[src/rtl/led_blinker.sv]
// led_blinker: multi-channel LED driver with a shared 1 ms prescaler and OFF/ON/BLINK modes.
// Define LED_BREATHE_EN to build the BREATHE mode (otherwise mode 3 behaves as BLINK).
module led_blinker #(
    parameter int CLOCK_MHZ = 50,
    parameter int CHANNELS  = 4,
    parameter int PERIOD_W  = 16,
    parameter int CH_W      = (CHANNELS > 1) ? $clog2(CHANNELS) : 1
) (
    input  logic                clk,
    input  logic                rst,
    input  logic                cfg_we,
    input  logic [CH_W-1:0]     cfg_ch,
    input  logic [1:0]          cfg_mode,
    input  logic [PERIOD_W-1:0] cfg_period,
    input  logic [PERIOD_W-1:0] cfg_duty,
    output logic                tick_ms,
    output logic [CHANNELS-1:0] led
);
    localparam int TC   = CLOCK_MHZ * 1000 - 1;
    localparam int PS_W = $clog2(CLOCK_MHZ * 1000);

    typedef enum logic [1:0] {M_OFF, M_ON, M_BLINK, M_BREATHE} mode_e;

    logic [PS_W-1:0]     cnt_q, cnt_d;
    logic                tick_q, tick_d;
    logic [CHANNELS-1:0] led_q, led_d;

    assign tick_d  = cnt_q == PS_W'(TC);
    assign cnt_d   = tick_d ? '0 : cnt_q + 1'b1;
    assign tick_ms = tick_q;
    assign led     = led_q;

    always_ff @(posedge clk) begin
        if (rst) begin
            cnt_q  <= '0;
            tick_q <= 1'b0;
            led_q  <= '0;
        end else begin
            cnt_q  <= cnt_d;
            tick_q <= tick_d;
            led_q  <= led_d;
        end
    end

    for (genvar g = 0; g < CHANNELS; g++) begin : g_ch
        mode_e               mode_q, mode_d;
        logic [PERIOD_W-1:0] period_q, period_d, duty_q, duty_d, phase_q, phase_d, thr;
        logic                hit, busy, run, wrap;

        assign hit  = cfg_we && (int'(cfg_ch) == g);
        assign busy = (mode_q == M_BLINK) || (mode_q == M_BREATHE);
        assign run  = tick_q && busy && (period_q != '0);
        assign wrap = run && (phase_q == period_q - 1'b1);

        always_comb begin
            mode_d   = hit ? mode_e'(cfg_mode) : mode_q;
            period_d = hit ? cfg_period : period_q;
            duty_d   = hit ? cfg_duty : duty_q;
            phase_d  = (hit || wrap) ? '0 : run ? phase_q + 1'b1 : phase_q;
        end

        always_ff @(posedge clk) begin
            if (rst) begin
                mode_q   <= M_OFF;
                period_q <= '0;
                duty_q   <= '0;
                phase_q  <= '0;
            end else begin
                mode_q   <= mode_d;
                period_q <= period_d;
                duty_q   <= duty_d;
                phase_q  <= phase_d;
            end
        end

`ifdef LED_BREATHE_EN
        logic [PERIOD_W-1:0] bduty_q, bduty_d, bstep;
        logic                bdir_q, bdir_d;
        logic                bmove;

        // bdir_q: 0 = ramping up toward period, 1 = ramping down toward 0
        assign bstep = bdir_q ? bduty_q - 1'b1 : bduty_q + 1'b1;
        assign bmove = wrap && (mode_q == M_BREATHE) && (period_q > PERIOD_W'(1));
        assign thr   = (mode_q == M_BREATHE) ? bduty_q : duty_q;

        always_comb begin
            bduty_d = hit ? '0 : bmove ? bstep : bduty_q;
            bdir_d  = hit ? 1'b0 : bmove ? (bdir_q ? (bstep != '0) : (bstep == period_q)) : bdir_q;
        end

        always_ff @(posedge clk) begin
            if (rst) begin
                bduty_q <= '0;
                bdir_q  <= 1'b0;
            end else begin
                bduty_q <= bduty_d;
                bdir_q  <= bdir_d;
            end
        end
`else
        assign thr = duty_q;
`endif

        assign led_d[g] = (mode_q == M_ON) || (busy && (period_q != '0) && (phase_q < thr));
    end
endmodule

[config.mk]
export PLATFORM = sky130hd
export DESIGN_NAME = led_blinker
export DESIGN_NICKNAME = d
export VERILOG_FILES = /design/src/rtl/led_blinker.sv
export SDC_FILE = /design/constraint.sdc
export NUM_CORES = 1
export LEC_CHECK = 0
export ABC_AREA = 1
export BUFFER_PORTS_ARGS = -buffer_cell sky130_fd_sc_hd__buf_4
export CORE_ASPECT_RATIO = 1.2
export CORE_MARGIN = 1.5
export CORE_UTILIZATION = 35
export CTS_CLUSTER_DIAMETER = 150
export DETAILED_ROUTE_END_ITERATION = 8
export SLEW_MARGIN = 40
export SYNTH_ARGS = -nofsm -noshare
export SYNTH_HDL_FRONTEND = slang
export SYNTH_SLANG_ARGS = --single-unit
export TNS_END_PERCENT = 10
[constraint.sdc]
create_clock -name clk -period 2.58 [get_ports clk]
set_clock_uncertainty 0.05 [all_clocks]
set_input_delay 0.516 -clock clk [delete_from_list [all_inputs] [get_ports clk]]
set_output_delay 0.516 -clock clk [all_outputs]
set_load 0.02 [all_outputs]
After elaboration in Yosys (flattened, before gate mapping)
Index checks and enable logic that the tools add are counted.
Widths: inputs -> output; s select.
Cells by class
  equal/unequal tests: 20
  add/sub/neg operators: 9
  $lt $le $gt $ge: 4
  reductions and logical operators: 46
Operators by type and width (number)
  $add 16x1->16 const B: 5
  $eq 16x16->1: 4
  $lt 16x16->1: 4
  $reduce_bool 16->1: 4
  $sub 16x1->16 const B: 4
  $logic_and 1x1->1: 24
  $eq 2x2->1 const B: 10
  $eq 16x16->1 const B: 1
  $logic_or 1x1->1: 12
  $eq 2x1->1 const B: 5
  $reduce_or 2->1: 5
  $logic_not 2->1: 1
Storage, ports and cells
  bits in registers: 221
  output and inout bits: 5
  input port bits: 39
  word-level logic and storage cells: 98

Depth between registers and ports, before layout
  depth after elaboration: 7
  mapped depth: 16
  depth with buffers taken out: 15

Worst setup path after synthesis
No wires, ideal clock.
  path kind: flip-flop to flip-flop
  start: reg g_ch[3].period_q[0]
  end: reg g_ch[3].phase_q[10]
  path slack: 0.661 ns
  library setup time: 0.113 ns
  arrival: 1.756 ns
  data required time: 2.417 ns
  period minus slack after synthesis: 1.919 ns
  buffers on the path: 1
  cell stages (with the launch flop): 12
  cells stage by stage: dfxtp_1 -> inv_1 -> ha_1 -> nand2_2 -> nor2_4 -> a21oi_4 -> o21ai_1 -> nor2_1 -> nand3_1 -> o21bai_4 -> buf_6 -> nor2_1
On the way
  word-level cells in the longest chain between the ends: 5
  elaborated cells between the ends (all ways): 7
  classes of those cells: 1 x add/sub; 1 x eq/ne; 5 x reduce/logical
Ends and longest elaborated chain
  start: declaration: RTL line 47  | logic [PERIOD_W-1:0] period_q, period_d, duty_q, duty_d, phase_q, phase_d, thr;
  start signal: assignment: RTL line 70  | period_q <= period_d;
  $sub 16x1->16 / $reduce_bool 16->1 (equally long branches): RTL line 53, 52
  $eq 16x16->1 / $logic_and 1x1->1 (equally long branches): RTL line 53, 52
  $logic_and 1x1->1: RTL line 53  | assign wrap = run && (phase_q == period_q - 1'b1);
  $logic_or 1x1->1: RTL line 59  | phase_d = (hit || wrap) ? '0 : run ? phase_q + 1'b1 : phase_q;
  $reduce_or 2->1 (no line)
  end signal: assignment: RTL line 72  | phase_q <= phase_d;
  end: declaration: RTL line 47
Several ways; a longest one is shown, not always the timed one.
A chain may end at the register's enable or synchronous reset.

Worst setup path after layout
  start: reg g_ch[3].period_q[0]
  end: reg g_ch[3].phase_q[4]
Same word-level chain as after synthesis.

==> flow_summary.yaml <==
sta:
  period_minus_slack_ps: 2241
  slew_viol_final: 0
  fin_crit_sh: 0.8685
  fin_ws_ps: 339.1
  holdWs_ps: 248.9
  max_slew_margin: 0.6286
  setup_tns_ps: 0
  max_freq_ghz: 0.4463
  setup_viol: 0
  hold_violations: 0
  rsz0062_at_grt: "no"
  worstMarginPinSlew_ps: 552.0
placement:
  portBuffers: 43
  finalWeightedCongestion: 0.9143
  postPlaceCellArea_um2: 13690
  pre_cts_ws_ps: 352.1
  hpwl_um: 26770
clock_tree:
  tritoncts: "yes"
  cts-root-buf: "clkbuf_16"
  insertion_delay_ps: 550
  cts.sinks: 221
  cts_made_buffers: 25
  cts_max_level: 1
  post_cts_buffers: 0
  clk_pin_slew_worst_paths_ps: 70
  clk_path_buf_depth: 3
routing:
  num_vias: 11847
  ant_nets: 0
  firstDrtPassIters: 5
  wl_per_cell_um: 14.84
  vias_per_cell: 4.879
  remaining_drc_errors: 0
  drt_first_iter_violations: 730
  routed_wl_um: 36030
logic_synthesis:
  ys_top_cells_by_area: "dfxtp_1, nand2_1, inv_1"
  synth_compound_area_frac: 0.1433
  syn-cell-area_um2: 12830
  yosys_warnings: 0
  synth-xor-area-share: 0.06282
  syn_inst: 1903
  ys_seq_elements: 221
  ys_types: 38
  synth_area_per_cell_um2: 6.741
  synth_top_family_by_area: "simple AND/OR/NAND/NOR gates"
  ys.flop_type: "dfxtp_1"
  synth_mux_area_frac: 0.001561
  synth_top_area_frac: 0.3449
  synthSimpleGateAreaFrac: 0.2829
  yosysTopAreaCell: "dfxtp_1"
  yosysSeqAreaShare: 0.3449
  synth_fa_ha_area_frac: 0.06730
  syn-num-nets: 2011
  synth_edf_count: 0
  async_reset_ff_frac: 0
pwr:
  powerDensity_nw_per_um2: 590.4
  pwr-share-clk: 0.437
  vdd_drop_max_mv: 0.7895
  p_leak_uw: 0.006172
  p_sw_uw: 2376
  p_int_uw: 6216
  pwr-share-seq: 0.420
  swShare: 0.2766
  combinationalPowerShare: 0.143
global_route:
  antenna_found_initial: 1
  grt_pass1_wl_um: 58260
  grt.overflow.total: 0
  track_usage: 0.1948
  grt_max_degree: 48
  grt_pass1_vias: 11327
setup_path:
  startpoint: "g_ch[3].period_q[0]"
  crit-reg2reg-capture: "g_ch[3].phase_q[4]"
  path_depth: 10
  critPathArrivalTime_ps: 2600
  crit_path_end_kind: "flop"
  critPathSlowestCell: "o21bai_4"
  crit_fanout: 16
  cp_top_family: "compound AO/OA/AOI/OAI gates"
  cp.required_ps: 2940
  r2r-start: "g_ch[3].period_q[0]"
  cp_common_cell: "nor2_1"
  path_cells: "inv_1 -> ha_1 -> nand2_2 -> nor2_4 -> a21oi_4 -> o21ai_1 -> nor2_1 -> nand3_1 -> o21bai_4 -> nor2_1"
  r2r_cells: 10
  path_class: "flop to flop"
  worstSetupStartpointType: "flop"
  reg2reg_slack_ps: 340
  critical-path-max-stage-delay_ps: 420
  cp_num_buf_inv: 1
  cp-endpoint: "g_ch[3].phase_q[4]"
floorplan:
  ios: 44
  die_area_um2: 37810
  coreArea_um2: 36040
  initial_core_util: 0.3559
  die_h_um: 212.7
  placementRows: 76
  dieWidth_um: 177.8
finish:
  nets: 2051
  fin_area_um2: 14550
  syn_to_final_growth_pct: 13.45
  drive_gt1_frac: 0.08065
  nFillCells: 3814
worst_hold_path:
  hold_path_class: "input pin to flop"
  hold_path_startpoint: "cfg_mode[0]"
status:
  outcome: "completed"
run:
  cap_viol_max_count: 0
## flip-flops by register name (all words and copies together) (netlist names)
name / count
g_ch.duty_q: 64
g_ch.period_q: 64
g_ch.phase_q: 64
cnt_q: 16
g_ch.mode_q: 8
led: 4
tick_ms: 1
## cells in the mapped netlist (7+ instances only)
| master | count |
|---|---|
| ha_1 | 69 |
| nor3b_1 | 7 |
| nand2_1 | 371 |
| nand3b_1 | 9 |
| o21ai_0 | 164 |
| nand2_2 | 11 |
| nand3_1 | 108 |
| nor4_1 | 9 |
| nor2_1 | 250 |
| xnor2_1 | 26 |
| nor3_1 | 25 |
| nand4_1 | 24 |
| clkbuf_1 | 41 |
| dfxtp_1 | 221 |
| xor2_1 | 66 |
| nor2_2 | 21 |
| inv_1 | 272 |
| a21oi_1 | 162 |
## cells by family after synthesis
kind of cell / after synthesis
xor gates and xnor gates: 92
AOI/OAI and AO/OA: 350
adders and majority gates: 69
and+or+nand+nor: 846
muxes: 2
DFF: 221
buffers and inverters: 323
## worst register-to-register path, stage by stage (launching register included)
cell	delay, ps
dfxtp_1	350
inv_1	90
ha_1	290
nand2_2	150
nor2_4	60
a21oi_4	270
o21ai_1	120
nor2_1	100
nand3_1	120
o21bai_4	420
nor2_1	90
## metrics by stage
stage | util | total power (µW) | cells
after CTS | 0.4037 | 8673 | 2427
after global routing | 0.4037 | 9011 | 2427
final | 0.4038 | 8592 | 2428
after global placement | 0.3800 | 4883 | 2384
after detailed placement | 0.3800 | 4901 | 2384
after floorplan | - | 4551 | 1903
## worst min path at each step
stage / endpoint / depth (start not counted) / slack [ps]
2_1_floorplan: cnt_q[0] / 1 / 370
3_3_place_gp: cnt_q[0] / 1 / 380
3_5_place_dp: g_ch[3].duty_q[0] / 2 / 400
4_1_cts: g_ch[2].duty_q[0] / 3 / 230
5_1_grt: g_ch[1].duty_q[0] / 3 / 250
6_report: g_ch[2].mode_q[0] / 3 / 250
## cell type report
class                           instances  area (µm²)  area share
Antenna cell                            1       2.502   0.0001720
Clock buffer                           34       729.5     0.05012
Clock inverter                          9       123.9    0.008512
Inverter                              274        1028     0.07067
Multi-Input combinational cell       1359        7168      0.4926
Sequential cell                       221        4424      0.3040
Tap cell                              468       585.6     0.04024
Timing Repair Buffer                   62       490.5     0.03370
## power groups by stage
stage | logic [µW] | registers, µW | clock network (µW)
floorplan | 886 | 3660 | 0
global placement | 1200 | 3680 | 0
detailed placement | 1220 | 3680 | 0
CTS | 1230 | 3610 | 3840
global route | 1410 | 3620 | 3980
finish | 1230 | 3610 | 3760
## what timing repair did
action / CTS / global route
setup endpoints to repair: 0 / 3
hold buffers: 0 / 0
hold endpoints to repair: 0 / 0
resized for setup: 0 / 1
## layer usage
layer,part of all wire,GRT usage,vias to the layer above
li1,-,-,6173
met1,0.47,0.2548,5375
met2,0.46,0.3331,237
met3,0.047,0.02422,62
met4,0.027,0.05911,0
met5,0,0,-
## cell usage in the layout, fill, tap and decap left out, types with 7 or more instances in the layout
cell,count
clkbuf_8,7
nor2_1,249
nand4_1,24
o21ai_0,164
nor3_1,25
nand3_1,106
nand2_1,371
buf_4,60
xor2_1,66
dfxtp_1,221
nor3b_1,7
ha_1,69
nand2_2,11
inv_1,271
clkbuf_16,25
xnor2_1,26
nor4_1,9
a21oi_1,162
nand3b_1,9
nor2_2,22
No activity file was read; power rests on OpenSTA's default activity.
